File: src/rtl/apb_uart_fifo_bridge.sv
// apb_uart_fifo_bridge: APB slave with TX/RX FIFOs, register file and irq between APB and a UART valid/ready core.
// Transfers run SETUP -> WAIT -> RESP; all register and FIFO side effects commit on the edge ending RESP.
module apb_uart_fifo_bridge_fifo #(
    parameter int W = 8,
    parameter int D = 16,
    parameter int P = $clog2(D)
) (
    input  logic         clk,
    input  logic         rst,
    input  logic         push,
    input  logic         pop,
    input  logic         flush,
    input  logic [W-1:0] din,
    output logic [W-1:0] head,
    output logic [P:0]   level,
    output logic         empty,
    output logic         full
);
    logic [W-1:0] mem [D];
    logic [P:0]   wp, rp;
    assign empty = wp == rp;
    assign full  = wp[P-1:0] == rp[P-1:0] && wp[P] != rp[P];
    assign level = wp - rp;
    assign head  = mem[rp[P-1:0]];
    always_ff @(posedge clk or posedge rst)
        if (rst) begin
            wp <= '0;
            rp <= '0;
        end else if (flush) begin
            wp <= '0;
            rp <= '0;
        end else begin
            if (push && !full) wp <= wp + 1'b1;
            if (pop && !empty) rp <= rp + 1'b1;
        end
    always_ff @(posedge clk)
        if (push && !full && !flush) mem[wp[P-1:0]] <= din;
endmodule

module apb_uart_fifo_bridge #(
    parameter int ADDR_WIDTH = 8,
    parameter int DATA_WIDTH = 8,
    parameter int FIFO_DEPTH = 16,
    parameter int PTR_WIDTH  = $clog2(FIFO_DEPTH)
) (
    input  logic                  pclk,
    input  logic                  prst,
    input  logic [ADDR_WIDTH-1:0] paddr,
    input  logic                  pselx,
    input  logic                  penable,
    input  logic                  pwrite,
    input  logic [DATA_WIDTH-1:0] pwdata,
    output logic                  pready,
    output logic [DATA_WIDTH-1:0] prdata,
    output logic                  pslverr,
    input  logic                  rx_valid,
    output logic                  rx_ready,
    input  logic [DATA_WIDTH-1:0] rx_data,
    output logic                  tx_valid,
    input  logic                  tx_ready,
    output logic [DATA_WIDTH-1:0] tx_data,
    output logic                  irq
);
    localparam logic [ADDR_WIDTH-1:0] A_TX = ADDR_WIDTH'('h00);
    localparam logic [ADDR_WIDTH-1:0] A_RX = ADDR_WIDTH'('h04);
    localparam logic [ADDR_WIDTH-1:0] A_ST = ADDR_WIDTH'('h08);
    localparam logic [ADDR_WIDTH-1:0] A_CT = ADDR_WIDTH'('h0C);
    localparam logic [ADDR_WIDTH-1:0] A_TL = ADDR_WIDTH'('h10);
    localparam logic [ADDR_WIDTH-1:0] A_RL = ADDR_WIDTH'('h14);

    typedef enum logic [1:0] {IDLE, SETUP, WAIT, RESP} state_t;
    state_t state;

    logic [3:0]            ctrl;
    logic                  overrun;
    logic [DATA_WIDTH-1:0] wdata;
    logic                  s_push, s_pop, s_ctrl, s_w1c;
    logic                  d_err, d_push, d_pop, d_ctrl, d_w1c;
    logic [DATA_WIDTH-1:0] d_rdata, tx_head, rx_head, status;
    logic [PTR_WIDTH:0]    tx_level, rx_level;
    logic                  tx_empty, tx_full, rx_empty, rx_full;
    logic                  flush_tx, flush_rx, rx_fire;

    assign tx_valid = ctrl[0] && !tx_empty;
    assign tx_data  = tx_valid ? tx_head : '0;
    assign rx_ready = ctrl[1];
    assign rx_fire  = rx_valid && rx_ready;
    assign flush_tx = s_ctrl && wdata[4];
    assign flush_rx = s_ctrl && wdata[5];
    assign status   = DATA_WIDTH'({overrun, rx_full, rx_empty, tx_full, tx_empty});

    apb_uart_fifo_bridge_fifo #(.W(DATA_WIDTH), .D(FIFO_DEPTH), .P(PTR_WIDTH)) u_tx (
        .clk(pclk), .rst(prst), .push(s_push), .pop(tx_valid && tx_ready), .flush(flush_tx),
        .din(wdata), .head(tx_head), .level(tx_level), .empty(tx_empty), .full(tx_full)
    );

    apb_uart_fifo_bridge_fifo #(.W(DATA_WIDTH), .D(FIFO_DEPTH), .P(PTR_WIDTH)) u_rx (
        .clk(pclk), .rst(prst), .push(rx_fire), .pop(s_pop), .flush(flush_rx),
        .din(rx_data), .head(rx_head), .level(rx_level), .empty(rx_empty), .full(rx_full)
    );

    // Decode of the live bus during WAIT; only TX pushes and RX pops come from APB, so the result holds through RESP.
    always_comb begin
        d_err   = 1'b0;
        d_rdata = '0;
        d_push  = 1'b0;
        d_pop   = 1'b0;
        d_ctrl  = 1'b0;
        d_w1c   = 1'b0;
        if (paddr == A_TX) begin
            d_err  = !pwrite || tx_full;
            d_push = !d_err;
        end else if (paddr == A_RX) begin
            d_err   = pwrite || rx_empty;
            d_pop   = !d_err;
            d_rdata = d_err ? '0 : rx_head;
        end else if (paddr == A_ST) begin
            d_w1c   = pwrite;
            d_rdata = pwrite ? '0 : status;
        end else if (paddr == A_CT) begin
            d_ctrl  = pwrite;
            d_rdata = pwrite ? '0 : DATA_WIDTH'(ctrl);
        end else if (paddr == A_TL) begin
            d_err   = pwrite;
            d_rdata = pwrite ? '0 : DATA_WIDTH'(tx_level);
        end else if (paddr == A_RL) begin
            d_err   = pwrite;
            d_rdata = pwrite ? '0 : DATA_WIDTH'(rx_level);
        end else begin
            d_err = 1'b1;
        end
    end

    always_ff @(posedge pclk or posedge prst)
        if (prst) begin
            state   <= IDLE;
            pready  <= 1'b0;
            prdata  <= '0;
            pslverr <= 1'b0;
            wdata   <= '0;
            s_push  <= 1'b0;
            s_pop   <= 1'b0;
            s_ctrl  <= 1'b0;
            s_w1c   <= 1'b0;
        end else begin
            pready  <= 1'b0;
            prdata  <= '0;
            pslverr <= 1'b0;
            s_push  <= 1'b0;
            s_pop   <= 1'b0;
            s_ctrl  <= 1'b0;
            s_w1c   <= 1'b0;
            case (state)
                IDLE:  state <= (pselx && !penable) ? SETUP : IDLE;
                SETUP: state <= !pselx ? IDLE : penable ? WAIT : SETUP;
                WAIT:
                    if (!pselx) state <= IDLE;
                    else begin
                        state   <= RESP;
                        pready  <= 1'b1;
                        pslverr <= d_err;
                        prdata  <= d_rdata;
                        wdata   <= pwdata;
                        s_push  <= d_push;
                        s_pop   <= d_pop;
                        s_ctrl  <= d_ctrl;
                        s_w1c   <= d_w1c;
                    end
                default: state <= (pselx && !penable) ? SETUP : IDLE;
            endcase
        end

    always_ff @(posedge pclk or posedge prst)
        if (prst) begin
            ctrl    <= 4'h3;
            overrun <= 1'b0;
            irq     <= 1'b0;
        end else begin
            if (s_ctrl) ctrl <= wdata[3:0];
            overrun <= (rx_fire && rx_full) || (overrun && !(s_w1c && wdata[4]));
            irq     <= (ctrl[2] && !rx_empty) || (ctrl[3] && tx_empty) || overrun;
        end
endmodule

File: config.mk
export PLATFORM = sky130hd
export DESIGN_NAME = apb_uart_fifo_bridge
export DESIGN_NICKNAME = d
export VERILOG_FILES = /design/src/rtl/apb_uart_fifo_bridge.sv
export SDC_FILE = /design/constraint.sdc
export NUM_CORES = 1
export LEC_CHECK = 0
export BUFFER_PORTS_ARGS = -buffer_cell sky130_fd_sc_hd__buf_2
export CELL_PAD_IN_SITES_DETAIL_PLACEMENT = 1
export CELL_PAD_IN_SITES_GLOBAL_PLACEMENT = 1
export CORE_MARGIN = 1
export CORE_UTILIZATION = 48
export DETAILED_ROUTE_END_ITERATION = 7
export PLACE_DENSITY_LB_ADDON = 0.1
export SLEW_MARGIN = 30
export SYNTH_ARGS = -nofsm -noshare
export SYNTH_HDL_FRONTEND = slang
export SYNTH_HIERARCHICAL = 1
export SYNTH_SLANG_ARGS = --single-unit
File: constraint.sdc
create_clock -name pclk -period 2.91 [get_ports pclk]
set_input_delay 0.291 -clock pclk [delete_from_list [all_inputs] [get_ports pclk]]
set_output_delay 0.291 -clock pclk [all_outputs]
set_load 0.01 [all_outputs]
# == After elaboration in Yosys (flattened, before gate mapping) ==
# Memory sizes are Yosys's and may differ from the RTL's.
# Cells that the tools add are included.
# word_totals
ff_bits,50
elab_cells,137
out_inout_bits,21
in_bits,31
mem_count,2
mem_bits_rw,256
# op_classes
n_addsub,6
eq_ne,13
mux,59
reduce_logical,41
# memory_table
memory,depth,width,rd,rd_ports_with_merged_regs,wr,line_no,rtl
u_rx.mem,16,8,1,0,1,19,logic [W-1:0] mem [D];
u_tx.mem,16,8,1,0,1,19,
# op_table
op,n
two-way mux 5 bit,15
two-way mux 8 bit,6
two-way mux 1 bit,33
adder 5 x 1 -> 5 bit (second input constant),4
logical AND 1 bit,19
equality test 8 x 4 -> 1 bit (second input constant),2
equality test 8 x 5 -> 1 bit (second input constant),2
logical NOT 1 bit,11
equality test 5 bit,2
subtractor 5 bit,2
equality test 4 bit,2
equality test 8 x 3 -> 1 bit (second input constant),1
logical NOT 8 bit,1
nonzero test 2 bit,4
two-way mux 2 bit,3
logical OR 1 bit,5
two-way mux 4 bit,1
one-hot mux 2 bit (2 select lines),1
equality test 2 x 1 -> 1 bit (second input constant),1
equality test 2 bit (second input constant),1
inequality test 1 bit,2
AND reduction 2 bit,1

# == Logic depth before layout (Yosys ltp) ==
# Gate-level depths: netlist of the first run.
# logic_depth
depth_word,10
mapped_depth,12
mapped_depth_nobuf,10

# == Cells and area by module ==
# The synthesis of the first run kept the hierarchy.
# by_module_without_submodules
mod,area_each_um2,cells_per_inst,n_inst
apb_uart_fifo_bridge_fifo,5701.7,314,2
apb_uart_fifo_bridge,1505.2,135,1

# == Worst setup path after synthesis of the first run ==
# Ideal clock, no wire load.
# synth_timing
path_type,register to register
from,register u_tx.rp[1]
to,memory u_tx.mem[0][0] (enable)
t_arrival_ns,2.638
synth_period_minus_slack_ns,3.021
path_buffers,2
setup_slack_ns,-0.111
setup_ns,0.383
t_required_ns,2.527
stages_incl_launch_ff,9
path_cell_list,dfrtp_1 -> buf_2 -> buf_1 -> inv_1 -> ha_1 -> and4_1 -> a211oi_1 -> nand2_1 -> nor3_1
# synth_via
elab_chain_len,7
# synth_lines
element,line_no,rtl
"start, declared",20,"logic [P:0] wp, rp;"
"start signal, assigned",34,if (pop && !empty) rp <= rp + 1'b1;
equality test 4 bit,22,assign full = wp[P-1:0] == rp[P-1:0] && wp[P] != rp[P];
logical AND 1 bit,22,
logical NOT 1 bit,37,if (push && !full && !flush) mem[wp[P-1:0]] <= din;
logical AND 1 bit (2 in series),37,
two-way mux 1 bit,37,
two-way mux 1 bit (implied by the code),37,
"end, declared",19,
# No other way between the ends.

# == Worst setup path after layout of the first run ==
# layout_timing
from,register u_tx.rp[0]
to,output port tx_data[4]
# layout_via
elab_cells_between_ends,5
cone_classes,eq/ne: 1; mux: 1; reduce/logical: 2; memory: 1
# layout_rtl
element,line_no,rtl
memory (16 x 8 bit),n/a,
via tx_head[4],79,"logic [DATA_WIDTH-1:0] d_rdata, tx_head, rx_head, status;"
two-way mux 8 bit,85,assign tx_data = tx_valid ? tx_head : '0;
"end, declared",61,"output logic [DATA_WIDTH-1:0] tx_data,"
# The timed path passes the listed nets, and every way through them passes these cells.

==> run metrics, run 1 <==
Peak Freq between 300 and 400 MHz; clock sink count just over 300; crit end category output pin; post-layout minimum cycle time 2.77 ns; syn_nets between 800 and 900; # diodes 0; global route total overflow 0; status finished with violations; worst skew pair latency around 0.56 ns; Setup-failing EPs final 0; Worst-path clk slew roughly 0.060 ns; die span in x about 170 um; Core Util, Final 0.571; final RePlAce weighted congestion roughly 0.83; first-pass GRT wire length about 48000 um; worst setup margin between 0.1 and 0.15 ns; Worst Path Buf+Inv 2; Synth async-reset ratio 0.163; transition time of the tightest slew-check pin between 0.8 and 0.9 ns; Starting Density 0.493; TritonCTS Buffers 31; CP Launch Type flop; Synth Instances roughly 760; initial drt markers between 400 and 500; share of cells above drive strength 1 0.269; Die ar. between 0.02 and 0.03 mm2; Stages on worst setup path 7; Final TNS setup 0 ns; violated checks design-rule violations; prevailing post-synth register cell edfxtp_1; Cell Pwr Density between 500 and 600 mW/mm2; peak fanout along the critical path 10; vias in the first global route just under 8000; Max Cap Viol 0; Post-Place Worst Slack between 0.3 and 0.4 ns; antenna violations before repair 0; Hold Path Origin paddr[7]; top cell type's share of synthesized area 0.596; Routed WL about 31000 um; r2r startpoint u_rx/rp[2]$_DFFE_PP0P_; synthesized area between 0.01 and 0.015 mm2; row count 59; syn avg cell area about 17 um2; Leak 5.29 nW; clock root buffer clkbuf_16; Vias just over 7000; Synth area leader edfxtp_1; Crit path required time 2.62 ns; wire per inst 25.0 um; Critical Path End tx_data[4]; Total GRT Usage 0.231; Final ANT Viol Nets 0; Hold Fails Final Rpt 0; Max Clock Skew between 0.02 and 0.025 ns; Max IR drop VDD 0.554 mV; largest net degree at the start of global routing 44; commonest non-fill, non-tap cell in the layout edfxtp_1; Hold WS 0.0452 ns; CORE AREA ~0.026 mm2; Yosys Warn Count 6; Worst path slowest cell dfrtp_1; max_slew headroom 0.443; max-slew violations 0; Slowest Stage Delay on Critical Path between 0.4 and 0.5 ns; Reg2Reg Setup Slack approximately 0.24 ns; CP Class flop to output pin; DR pass1 iterations 7; Yosys cell types 54; HP Class input pin to flop; htree depth 1; Vias/cell slightly below 6; Top delay family on crit path compound AO/OA/AOI/OAI gates; nets a little over 900; clock buffer depth 3; most frequent cells in the layout edfxtp_1 (256), nor2_1 (52), mux2i_1 (52), buf_2 (51), buf_4 (49); EDFF count, synth around 260; reg-to-reg endpoint u_rx/mem[1][2]$_DFFE_PP_; CP arrival 2.47 ns; crit path from u_tx/rp[0]$_DFFE_PP0P_; RSZ-0062 raised after global routing false; PortBufs ~50; # IOs 52; die height about 170 um; CTS tree yes; Synth-to-Final Area Change 16.0%; crit-path cells buf_4 > and2_2 > a22oi_1 > mux2i_1 > o21ai_0 > and2_1 > buf_2; final worst-path cycle share 0.950; synth top area cells edfxtp_1 (60%), dfrtp_1 (9.3%), mux4_2 (8.4%), mux2i_1 (4.0%), ha_1 (1.9%); DP Wirelength 21300 um; # DRC 2; register bit total from synthesis 306; worst reg-to-reg path cell count 8; register area share after synthesis 0.693
## worst min path at each step
stage | depth (start not counted) | slack, ns | endpoint
final | 3 | 0.05 | s_push$_DFF_PP0_
after global routing | 3 | 0.04 | s_push$_DFF_PP0_
after CTS | 3 | 0.03 | s_push$_DFF_PP0_
after detailed placement | 2 | 0.33 | state[1]$_DFF_PP0_
after global placement | 2 | 0.31 | state[0]$_DFF_PP0_
after floorplan | 1 | 0.13 | u_rx/rp[0]$_DFFE_PP0P_
## worst reg2reg max path, cell delays in order, from the launching register on
cell	delay [ns]
dfrtp_1	0.39
clkinv_1	0.27
ha_1	0.45
and4_1	0.23
a211oi_1	0.26
buf_4	0.17
nand2_1	0.20
nor3_2	0.17
buf_4	0.21
## per-stage QoR
step	cell area, um2	power, mW	cells
2_1_floorplan	12900	4.98	763
3_3_place_gp	13900	5.10	1168
3_5_place_dp	13900	5.11	1168
4_1_cts	15000	8.99	1232
5_1_grt	15000	9.16	1232
6_report	15000	8.92	1232
## cells by family (layout without fill, tap and decap cells)
logic type,Yosys count,count (layout),synth area share
flops,306,306,0.693
simple gates,128,128,0.0502
mux,115,115,0.137
compound gates,103,103,0.0576
buf+inv,65,199,0.0225
xor+xnor,24,24,0.0174
fa+ha+maj,22,22,0.0225
## registers in the layout, indices dropped and copies added (netlist names)
name      count
s_ctrl        1
u_tx/mem    128
u_rx/mem    128
prdata        8
u_tx/wp       5
wdata         8
overrun       1
s_pop         1
u_tx/rp       5
u_rx/wp       5
pslverr       1
s_w1c         1
state         2
s_push        1
ctrl          4
pready        1
irq           1
u_rx/rp       5
## metal layers
layer,GRT usage,part of all wire,vias to the layer above
li1,-,-,3206
met1,0.293,0.42,3741
met2,0.420,0.53,105
met3,0.0222,0.021,47
met4,0.0699,0.030,0
met5,0,0,-
## synth_stat cells, drive strengths merged, types with 15 or more instances
| cell | n |
|---|---|
| a22oi | 16 |
| a32oi | 16 |
| and2 | 18 |
| buf | 20 |
| dfrtp | 48 |
| edfxtp | 256 |
| ha | 20 |
| inv | 29 |
| mux2 | 15 |
| mux2i | 52 |
| mux4 | 48 |
| nand2 | 16 |
| nor2 | 53 |
| o21ai | 23 |
| xnor2 | 18 |
## final cells by class
cell class,instances,area [um2]
Timing Repair Buffer,115,791
Fill cell,2394,11200
Sequential cell,306,8940
Tap cell,335,419
Multi-Input combinational cell,392,3720
Clock inverter,17,188
Clock buffer,36,795
Inverter,31,116
## repair_timing
action | in CTS | in global routing
hold buffers | 11 | 0
cloned | 0 | 0
buffers inserted | 0 | 0
endpoints found under the hold margin | 40 | 0
gates resized for setup | 3 | 6
setup endpoints to repair | 6 | 8
## power by group
group,switching [mW],internal (mW),leakage [nW]
combinational,0.102,0.0506,1.81
sequential,0.0705,4.81,3.00
clock,1.60,2.29,0.478
total,1.77,7.15,5.29
Note: power is estimated with default switching activity, not from simulation.
==> inputs of run 2 (changes only) <==
Settings changed: BUFFER_PORTS_ARGS -buffer_cell sky130_fd_sc_hd__buf_2 to -buffer_cell sky130_fd_sc_hd__clkbuf_2.
==> run metrics, run 2 (same netlist as run 1, synthesis figures left out) <==
Routed WL 30800 um (about the same); clock power share 0.456 (+0.020); max_slew headroom 0.435 (-0.00814); final RePlAce weighted congestion 0.849 (+1.9%); DR pass1 iterations 6 (-1); Total GRT Usage 0.231 (about the same); Reg2Reg Setup Slack 0.15 ns (-0.09 ns); Max Cap Viol 0 (unchanged); htree depth 2 (+1); violated checks design-rule violations; HP Class input pin to flop; clock root buffer clkbuf_16; Hold Path Origin pwdata[7]; crit-path cells ha_1 > nand4_1 > nor2_1 > nor2b_1 > buf_4 > and2_1 > clkbuf_2; most frequent cells in the layout edfxtp_1 (256), nor2_1 (53), mux2i_1 (52), clkbuf_2 (51); Combinational Power Share 0.015 (-0.002); # DRC 2 (unchanged); storage element area 0.00894 mm2 (unchanged); PortBufs 51 (unchanged); RSZ-0062 raised after global routing false; max-slew violations 0 (unchanged); antenna violations before repair 0 (unchanged); Vias/cell 5.80 (+0.71%); vias in the first global route 7816 (+0.26%); P_int 7.39 mW (+3.5%); Flop pwr share 0.529 (-0.018); Final ANT Viol Nets 0 (unchanged); peak fanout along the critical path 10 (unchanged); Synth-to-Final Area Change 16.1% (about the same); clock buffer depth 3 (unchanged); Setup-failing EPs final 0 (unchanged); first-pass GRT wire length 47400 um (-0.74%); transition time of the tightest slew-check pin 0.848 ns (+0.0122 ns); Core Util, Final 0.572 (about the same); post-CTS setup buffer count 0 (unchanged); commonest non-fill, non-tap cell in the layout edfxtp_1; fillers 2370 (-1.0%); Worst path slowest cell dfrtp_1; Hold Fails Final Rpt 0 (unchanged); DP Wirelength 21100 um (-1.0%); status finished with violations; CP Launch Type flop; Net Switching 1.84 mW (+4.0%); initial drt markers 411 (-10%); Worst-path clk slew 0.06 ns (about the same); reg-to-reg endpoint u_rx/mem[9][3]$_DFFE_PP_; # IOs 52 (unchanged); worst skew pair latency 0.52 ns (-0.04 ns); die span in x 166 um (unchanged); largest net degree at the start of global routing 44 (unchanged); global route total overflow 0 (unchanged); crit end category output pin; Peak Freq 358 MHz (-1.1%); Crit path required time 2.62 ns (about the same); Max Clock Skew 0.0165 ns (-0.00677 ns); row count 59 (unchanged); Vias 7132 (+0.46%); TritonCTS Buffers 34 (+9.7%); CTS tree yes; Slowest Stage Delay on Critical Path 0.51 ns (+0.06 ns); die height 166 um (unchanged); CP Class flop to output pin; Top delay family on crit path simple AND/OR/NAND/NOR gates; Hold Path Depth 2 (-1); Starting Density 0.493 (unchanged); Cell Pwr Density 616 mW/mm2 (+3.5%); r2r startpoint u_rx/rp[2]$_DFFE_PP0P_; nets 923 (-0.75%); Final TNS setup 0 ns (unchanged); final worst-path cycle share 0.961 (+0.0107); Die ar. 0.0276 mm2 (unchanged); worst reg-to-reg path cell count 8 (unchanged); area of the multi-input gates 0.00371 mm2 (-0.40%); Worst Hold Path EP wdata[7]$_DFFE_PP0P_; Max IR drop VDD 0.508 mV (-8.3%); CORE AREA 0.0262 mm2 (unchanged); post-layout minimum cycle time 2.80 ns (+0.0311 ns); wire per inst 25.1 um (+0.30%); Leak 5.29 nW (+0.12%); switch share 0.199 (+0.000779); share of cells above drive strength 1 0.273 (+0.00426); Worst Path Buf+Inv 2 (unchanged); clock sink count 306 (unchanged); # diodes 0 (unchanged); CP arrival 2.51 ns (+0.04 ns)
==> run 2: changes by cell type in the layout (fill, tap and decap cells not counted), moves of 2 or more <==
cell and delta:
clkbuf_1 +2, a22oi_2 -2, buf_2 -51, dlygate4sd3_1 -9, clkinv_2 +4, clkbuf_16 +3
a22oi_1 +2, clkbuf_2 +51, clkinv_1 -3
==> run 2: power by group through the flow <==
| stage | clock (mW) | combinational (mW) | sequential [mW] |
|---|---|---|---|
| detailed placement | 0 | 0.143 | 4.97 |
| global placement | 0 | 0.135 | 4.97 |
| global route | 4.46 | 0.158 | 4.89 |
| finish | 4.21 | 0.143 | 4.88 |
| CTS | 4.31 | 0.147 | 4.88 |
| floorplan | 0 | 0.0468 | 4.94 |
==> run 2: layout make-up <==
cell class / count / area share
inverter: 31 / 0.00777
clock buffer: 42 / 0.0595
sequential: 306 / 0.597
tap: 335 / 0.0280
multi-input combinational: 392 / 0.248
clock inverter: 18 / 0.0137
timing repair buffer: 105 / 0.0466
==> run 2: per-layer routing <==
metal / vias up / wire, um / global-route usage
li1: 3197 / - / -
met1: 3716 / 12700 / 0.288
met2: 163 / 16100 / 0.409
met3: 56 / 1090 / 0.0346
met4: 0 / 907 / 0.0849
met5: - / 0 / 0
==> run 2: how the worst max path moves through the flow <==
stage                           startpoint                  endpoint  slack [ns]  cells past startpoint
floorplan           u_tx/rp[1]$_DFFE_PP0P_  u_tx/mem[1][0]$_DFFE_PP_       -0.11                      8
global placement    u_rx/rp[2]$_DFFE_PP0P_  u_rx/mem[9][6]$_DFFE_PP_        0.39                      8
detailed placement  u_rx/rp[2]$_DFFE_PP0P_  u_rx/mem[9][4]$_DFFE_PP_        0.23                      8
CTS                 u_tx/rp[0]$_DFFE_PP0P_                tx_data[1]        0.04                      7
global route        u_tx/rp[0]$_DFFE_PP0P_                tx_data[7]      0.0002                      8
finish              u_tx/wp[2]$_DFFE_PP0P_                tx_data[4]        0.11                      7
==> run 2: through the flow <==
| step | setup WS, ns | area, um2 | hold slack (ns) | std cells | total power, mW |
|---|---|---|---|---|---|
| after floorplan | -0.109 | 12900 | 0.131 | 763 | 4.98 |
| after global routing | 0.000240 | 15000 | 0.0117 | 1229 | 9.50 |
| final | 0.113 | 15000 | 0.0158 | 1229 | 9.24 |
| after detailed placement | 0.228 | 13900 | 0.318 | 1167 | 5.12 |
| after global placement | 0.392 | 13900 | 0.299 | 1167 | 5.10 |
| after CTS | 0.0386 | 15000 | 0.00131 | 1229 | 9.34 |
==> run 2: what timing repair did <==
item                                    CTS  global route
endpoints found under the setup margin    2             7
resized for setup                         1             2
hold buffers                              2             0
pin swaps                                 0             0
endpoints found under the hold margin    30             0
